===== src/rtl/pwm_sched_pkg.sv =====
// rtl/pwm_sched_pkg.sv - shared duty type, full-scale constant and duty-to-on-time helpers
package pwm_sched_pkg;

    typedef logic [6:0] duty_t;

    localparam int unsigned DUTY_FULL = 100;

    // floor(duty*tp/100); callers truncate to their own on-time width
    function automatic int unsigned ton_calc(input duty_t duty, input int unsigned tp);
        int unsigned prod;
        prod = 32'(duty) * tp;
        return prod / DUTY_FULL;
    endfunction

    function automatic duty_t sat_duty(input duty_t duty, input duty_t lo, input duty_t hi);
        if (duty < lo) begin
            return lo;
        end
        if (duty > hi) begin
            return hi;
        end
        return duty;
    endfunction

endpackage


===== src/rtl/pwm_duty_sched_rr_arb2.sv =====
// rtl/pwm_duty_sched_rr_arb2.sv - two-way round-robin arbiter for duty requesters
module rr_arb2 (
    input  logic       clk,
    input  logic       rst,
    input  logic [1:0] req,
    input  logic       advance,
    output logic [1:0] grant
);

    logic ptr;

    always_comb begin
        grant = 2'b00;
        unique case (req)
            2'b01:   grant = 2'b01;
            2'b10:   grant = 2'b10;
            2'b11:   grant = ptr ? 2'b10 : 2'b01;
            default: grant = 2'b00;
        endcase
    end

    // after a transfer, priority passes to the requester that was not served
    always_ff @(posedge clk) begin
        if (rst) begin
            ptr <= 1'b0;
        end else if (advance) begin
            ptr <= grant[0];
        end
    end

endmodule


===== src/rtl/pwm_duty_sched.sv =====
// rtl/pwm_duty_sched.sv - PWM duty scheduler, boundary-aligned duty updates; PWM_DUTY_CLAMP_EN saturates duties
module pwm_duty_sched
    import pwm_sched_pkg::*;
#(
    parameter int TP       = 10,
    parameter int DUTY_RST = 50,
    parameter int DUTY_MIN = 10,
    parameter int DUTY_MAX = 80
) (
    input  logic            clk,
    input  logic            rst,
    input  logic [1:0]      req_valid,
    input  logic [1:0][6:0] req_duty,
    output logic [1:0]      req_ready,
    output logic [1:0]      req_err,
    output logic            pwm_out,
    output logic            period_start,
    output logic [6:0]      cur_duty,
    output logic            pend_valid
);

    localparam int W  = $clog2(TP + 1);
    localparam int CW = $clog2(TP);
    localparam logic [CW-1:0] CNT_LAST = CW'(TP - 1);
    localparam logic [W-1:0]  TON_RST  = W'(ton_calc(duty_t'(DUTY_RST), TP));

`ifdef PWM_DUTY_CLAMP_EN
    localparam bit    CLAMP_EN = 1'b1;
    localparam duty_t CLAMP_LO = duty_t'(DUTY_MIN);
    localparam duty_t CLAMP_HI = duty_t'(DUTY_MAX);
`else
    // bounds span the whole duty range, so saturation is a pass-through
    localparam bit    CLAMP_EN = 1'b0;
    localparam duty_t CLAMP_LO = duty_t'(DUTY_MIN * 0);
    localparam duty_t CLAMP_HI = duty_t'(127 + DUTY_MAX * 0);
`endif

    logic [CW-1:0] cnt;
    logic [W-1:0]  ton_act;
    logic [W-1:0]  pend_ton;
    duty_t         pend_duty;
    logic [1:0]    grant;
    logic          xfer;
    logic          boundary;
    logic          bad;
    duty_t         sel_duty;
    duty_t         acc_duty;

    rr_arb2 u_arb (
        .clk     (clk),
        .rst     (rst),
        .req     (req_valid),
        .advance (xfer),
        .grant   (grant)
    );

    assign req_ready    = pend_valid ? 2'b00 : grant;
    assign xfer         = |(req_valid & req_ready);
    assign boundary     = (cnt == CNT_LAST);
    assign sel_duty     = grant[1] ? req_duty[1] : req_duty[0];
    assign acc_duty     = sat_duty(sel_duty, CLAMP_LO, CLAMP_HI);
    assign bad          = !CLAMP_EN && (sel_duty > duty_t'(DUTY_FULL));
    assign pwm_out      = (W'(cnt) < ton_act);
    assign period_start = (cnt == '0);

    always_ff @(posedge clk) begin
        if (rst) begin
            cnt        <= '0;
            ton_act    <= TON_RST;
            cur_duty   <= duty_t'(DUTY_RST);
            pend_valid <= 1'b0;
            pend_duty  <= '0;
            pend_ton   <= '0;
            req_err    <= 2'b00;
        end else begin
            cnt     <= boundary ? '0 : cnt + 1'b1;
            req_err <= (xfer && bad) ? grant : 2'b00;
            if (boundary && pend_valid) begin
                ton_act    <= pend_ton;
                cur_duty   <= pend_duty;
                pend_valid <= 1'b0;
            end
            // a transfer needs pend_valid low, so it never collides with the apply above
            if (xfer && !bad) begin
                pend_duty  <= acc_duty;
                pend_ton   <= W'(ton_calc(acc_duty, TP));
                pend_valid <= 1'b1;
            end
        end
    end

endmodule

===== config.mk =====
export PLATFORM = sky130hd
export DESIGN_NAME = pwm_duty_sched
export DESIGN_NICKNAME = d
export VERILOG_FILES = /design/src/rtl/pwm_sched_pkg.sv /design/src/rtl/pwm_duty_sched_rr_arb2.sv /design/src/rtl/pwm_duty_sched.sv
export SDC_FILE = /design/constraint.sdc
export NUM_CORES = 1
export LEC_CHECK = 0
export ABC_AREA = 0
export ABC_CLOCK_PERIOD_IN_PS = 8300
export CELL_PAD_IN_SITES_DETAIL_PLACEMENT = 1
export CELL_PAD_IN_SITES_GLOBAL_PLACEMENT = 1
export CORE_UTILIZATION = 42
export DETAILED_ROUTE_END_ITERATION = 16
export PLACE_DENSITY = 0.87
export RECOVER_POWER = 25
export SYNTH_ARGS = -nofsm -noshare
export SYNTH_HDL_FRONTEND = slang
export SYNTH_HIERARCHICAL = 1
export SYNTH_SLANG_ARGS = --single-unit

===== constraint.sdc =====
create_clock -name clk -period 8.3 [get_ports clk]
set_input_delay 1.66 -clock clk [delete_from_list [all_inputs] [get_ports clk]]
set_output_delay 1.66 -clock clk [all_outputs]
set_load 0.02 [all_outputs]

==> out/qor.yml <==
finalMaxSlewViolations: 0
path_class: "in -> reg"
fin_crit_ns: 7.87
pwr-share-clk_pct: 17.7
final_nets: 383
cts_tree: "yes"
dpl-instance-area_um2: 2980
netlist_area_um2: 2560
p_int_uw: 376
comb_power_share_pct: 59.0
grt_use_met2_pct: 47.8
ys_ff_latch: 30
final_util_pct: 52.0
synth_top_cell_area_share_pct: 23.4
p_sw_uw: 310
required_ns: 8.50
gr-usage-all-layers_pct: 25.6
worstSkewPairLatency_ns: 0.29
route.vias.total: 2527
critPathLaunch: "req_valid[1]"
rsz0062_at_grt: "false"
grt_use_met3_pct: 4.09
core_area_um2: 5920
critPathCaptureType: "flip-flop"
areaGrowthSynthToFinish_pct: 20.0
drt-wirelength-per-cell_um: 18.4
critPathCapture: "pend_ton[0]"
synth_common_cells: "nand2_1, dfxtp_1, nor2_1"
postRouteAntennaNets: 0
status: "complete, no violations"
critPathBufInv: 2
place_congestion: 0.915
synth_ff_type: "dfxtp_1"
maxSlewHeadroom_pct: 31.1
max_freq_ghz: 0.127
grt_pass1_wl_um: 12800
numClockSinks: 30
hold_class: "reg -> reg"
cts_buffers: 5
cp_max_fo: 6
setup_tns_ns: 0
r2r-start: "u_arb/ptr"
grt_use_met1_pct: 28.1
ys_seq_area_share_pct: 23.4
row_count: 28
cp-start-kind: "input port"
via_per_inst: 5.96
die_y_um: 80.1
drc_errors: 0
port_buffers: 31
rr_worst_depth: 23
clockBufferDepth: 2
synth.area.top_cells: "dfxtp_1, ha_1, nand2_1, a21oi_1, nor2_1"
total_power_uw: 686
peakVddDrop_mv: 0.0973
overflow: 0
arrival_ns: 8.07
yosysTopAreaCell: "dfxtp_1"
synthesis.nets: 347
setup_viol: 0
busiest_layer: "met2"
clk_pin_slew_worst_paths_ns: 0.06
io_pins: 32
cap_violations: 0
syn_inst: 312
drt_wl_total_um: 7800
finalInstanceArea_um2: 3080
grt_max_degree: 31
grt_antenna_before_repair: 0
yosysWarnings: 6
htreeDepth: 2
synth_cell_types: 74
fin_crit_sh_pct: 94.8
cp_num_cells: 23
cp_slowest_cell: "clkdlybuf4s50_1"
switching_share_pct: 45.2
num_antenna_cells: 0
drtIter0Drc: 71
hold_viol: 0
regToRegSetupSlack_ns: 1.95
synth_edf_count: 0
cp_slowest_stage_delay_ns: 0.52
cts-root-buf: "clkbuf_8"
dr.pass1.iters: 4
drive_above_1_share_pct: 12.3
chipWidth_um: 80.1
fillerInstances: 747
worstReg2RegEnd: "pend_ton[0]"
synth_most_common_cell: "nand2_1"
pwr-share-seq_pct: 23.3
start_util_pct: 43.3
die-area_um2: 6420
dp_hpwl_um: 5900
avgSynthCellArea_um2: 8.22
crit_chain: "clkdlybuf4s50_1, a21boi_2, mux2i_1, inv_1, ha_1, ha_1, fa_1, a211oi_1, or2_0, xnor2_1, nand2_1, and2_1, ha_1, nand3b_1, a21oi_2, o21ai_4, a221o_1, nand4_1, a211oi_1, or4b_1, a221oi_2, o21ai_1, a211oi_1"
grt_pass1_vias: 2681
crit_family: "compound AO/OA/AOI/OAI gates"
worst_slew_pin_slew_ns: 1.03
powerDensity_nw_per_um2: 223
leakagePower_uw: 0.00120
async_flop_share_pct: 0
fin_skew_ns: 0.00566
logic make-up after synthesis:
group	Yosys count	share of synthesized area (%)
buffers and inverters	26	4.15
adders and majority gates	18	8.98
muxes	13	5.85
xor gates and xnor gates	9	4.83
and+or+nand+nor	118	23.8
AOI/OAI and AO/OA	98	29.0
DFF	30	23.4
worst min path at each step:
stage                 start  depth (start not counted)           to
6_report        cur_duty[2]                          2  cur_duty[2]
5_1_grt        pend_duty[2]                          2  cur_duty[2]
4_1_cts         cur_duty[2]                          2  cur_duty[2]
3_5_place_dp    cur_duty[2]                          2  cur_duty[2]
3_3_place_gp    pend_ton[1]                          2   ton_act[1]
2_1_floorplan  pend_duty[0]                          2  cur_duty[0]
tightest hold or removal path, delay by kind of cell, from the launching register on:
family	cells	cell delay, ns
flops	1	0.31
compound gates	1	0.05
simple gates	1	0.05
metrics by stage:
| step | worst slack [ns] | hold WS, ns | std cells |
|---|---|---|---|
| floorplan | 1.28 | 0.432 | 312 |
| global placement | 0.450 | 0.443 | 416 |
| detailed placement | 0.0701 | 0.453 | 416 |
| CTS | 0.303 | 0.462 | 424 |
| global route | 0.0404 | 0.484 | 424 |
| finish | 0.434 | 0.456 | 424 |
placed cells by master, fill, tap and decap left out, types with 5 or more instances in the layout:
| cell type | netlist | routed |
|---|---|---|
| nor2_1 | 29 | 29 |
| nand3b_1 | 6 | 6 |
| nor3_1 | 8 | 8 |
| nand3_1 | 7 | 7 |
| inv_1 | 14 | 14 |
| ha_1 | 16 | 16 |
| buf_4 | 0 | 8 |
| o211ai_1 | 5 | 5 |
| clkdlybuf4s50_1 | 0 | 28 |
| a211oi_1 | 7 | 7 |
| a21oi_1 | 26 | 26 |
| nor3b_1 | 5 | 5 |
| clkbuf_8 | 0 | 6 |
| nand2_1 | 35 | 35 |
| mux2i_1 | 6 | 6 |
| and2_1 | 7 | 7 |
| mux2_2 | 6 | 6 |
| o21ai_0 | 9 | 9 |
| dfxtp_1 | 30 | 30 |
area by class of cell:
type	instances	area, um^2	share of cell area (%)
repair buffers	39	370	12.0
flip-flops and latches	30	601	19.5
well taps	75	93.8	3.05
clock inverters	1	5.00	0.163
inverters	16	60.1	1.95
multi-input cells	256	1860	60.5
clock buffers	7	86.3	2.80
power groups by stage:
stage	clock, uW	combinational [uW]	sequential [uW]
global route	130	438	161
global placement	0	382	162
detailed placement	0	394	162
finish	122	404	160
floorplan	0	290	161
CTS	123	399	160
flip-flops by register name (all words and copies together), names as in the netlist:
signal	count
pend_valid	1
pend_ton	4
req_err	2
cnt	4
pend_duty	7
cur_duty	7
u_arb/ptr	1
ton_act	4
per-layer routing:
metal	vias to the layer above	routed length [um]	part of all wire, %
li1	1225	-	-
met1	1241	3250	42
met2	41	4120	53
met3	20	208	2.7
met4	0	217	2.8
met5	-	0	0
repair_timing:
item,CTS,global route
resized for setup,0,1
endpoints found under the setup margin,0,1
hold buffers,0,0
buffers inserted,0,0
(Power assumes the default switching activity.)
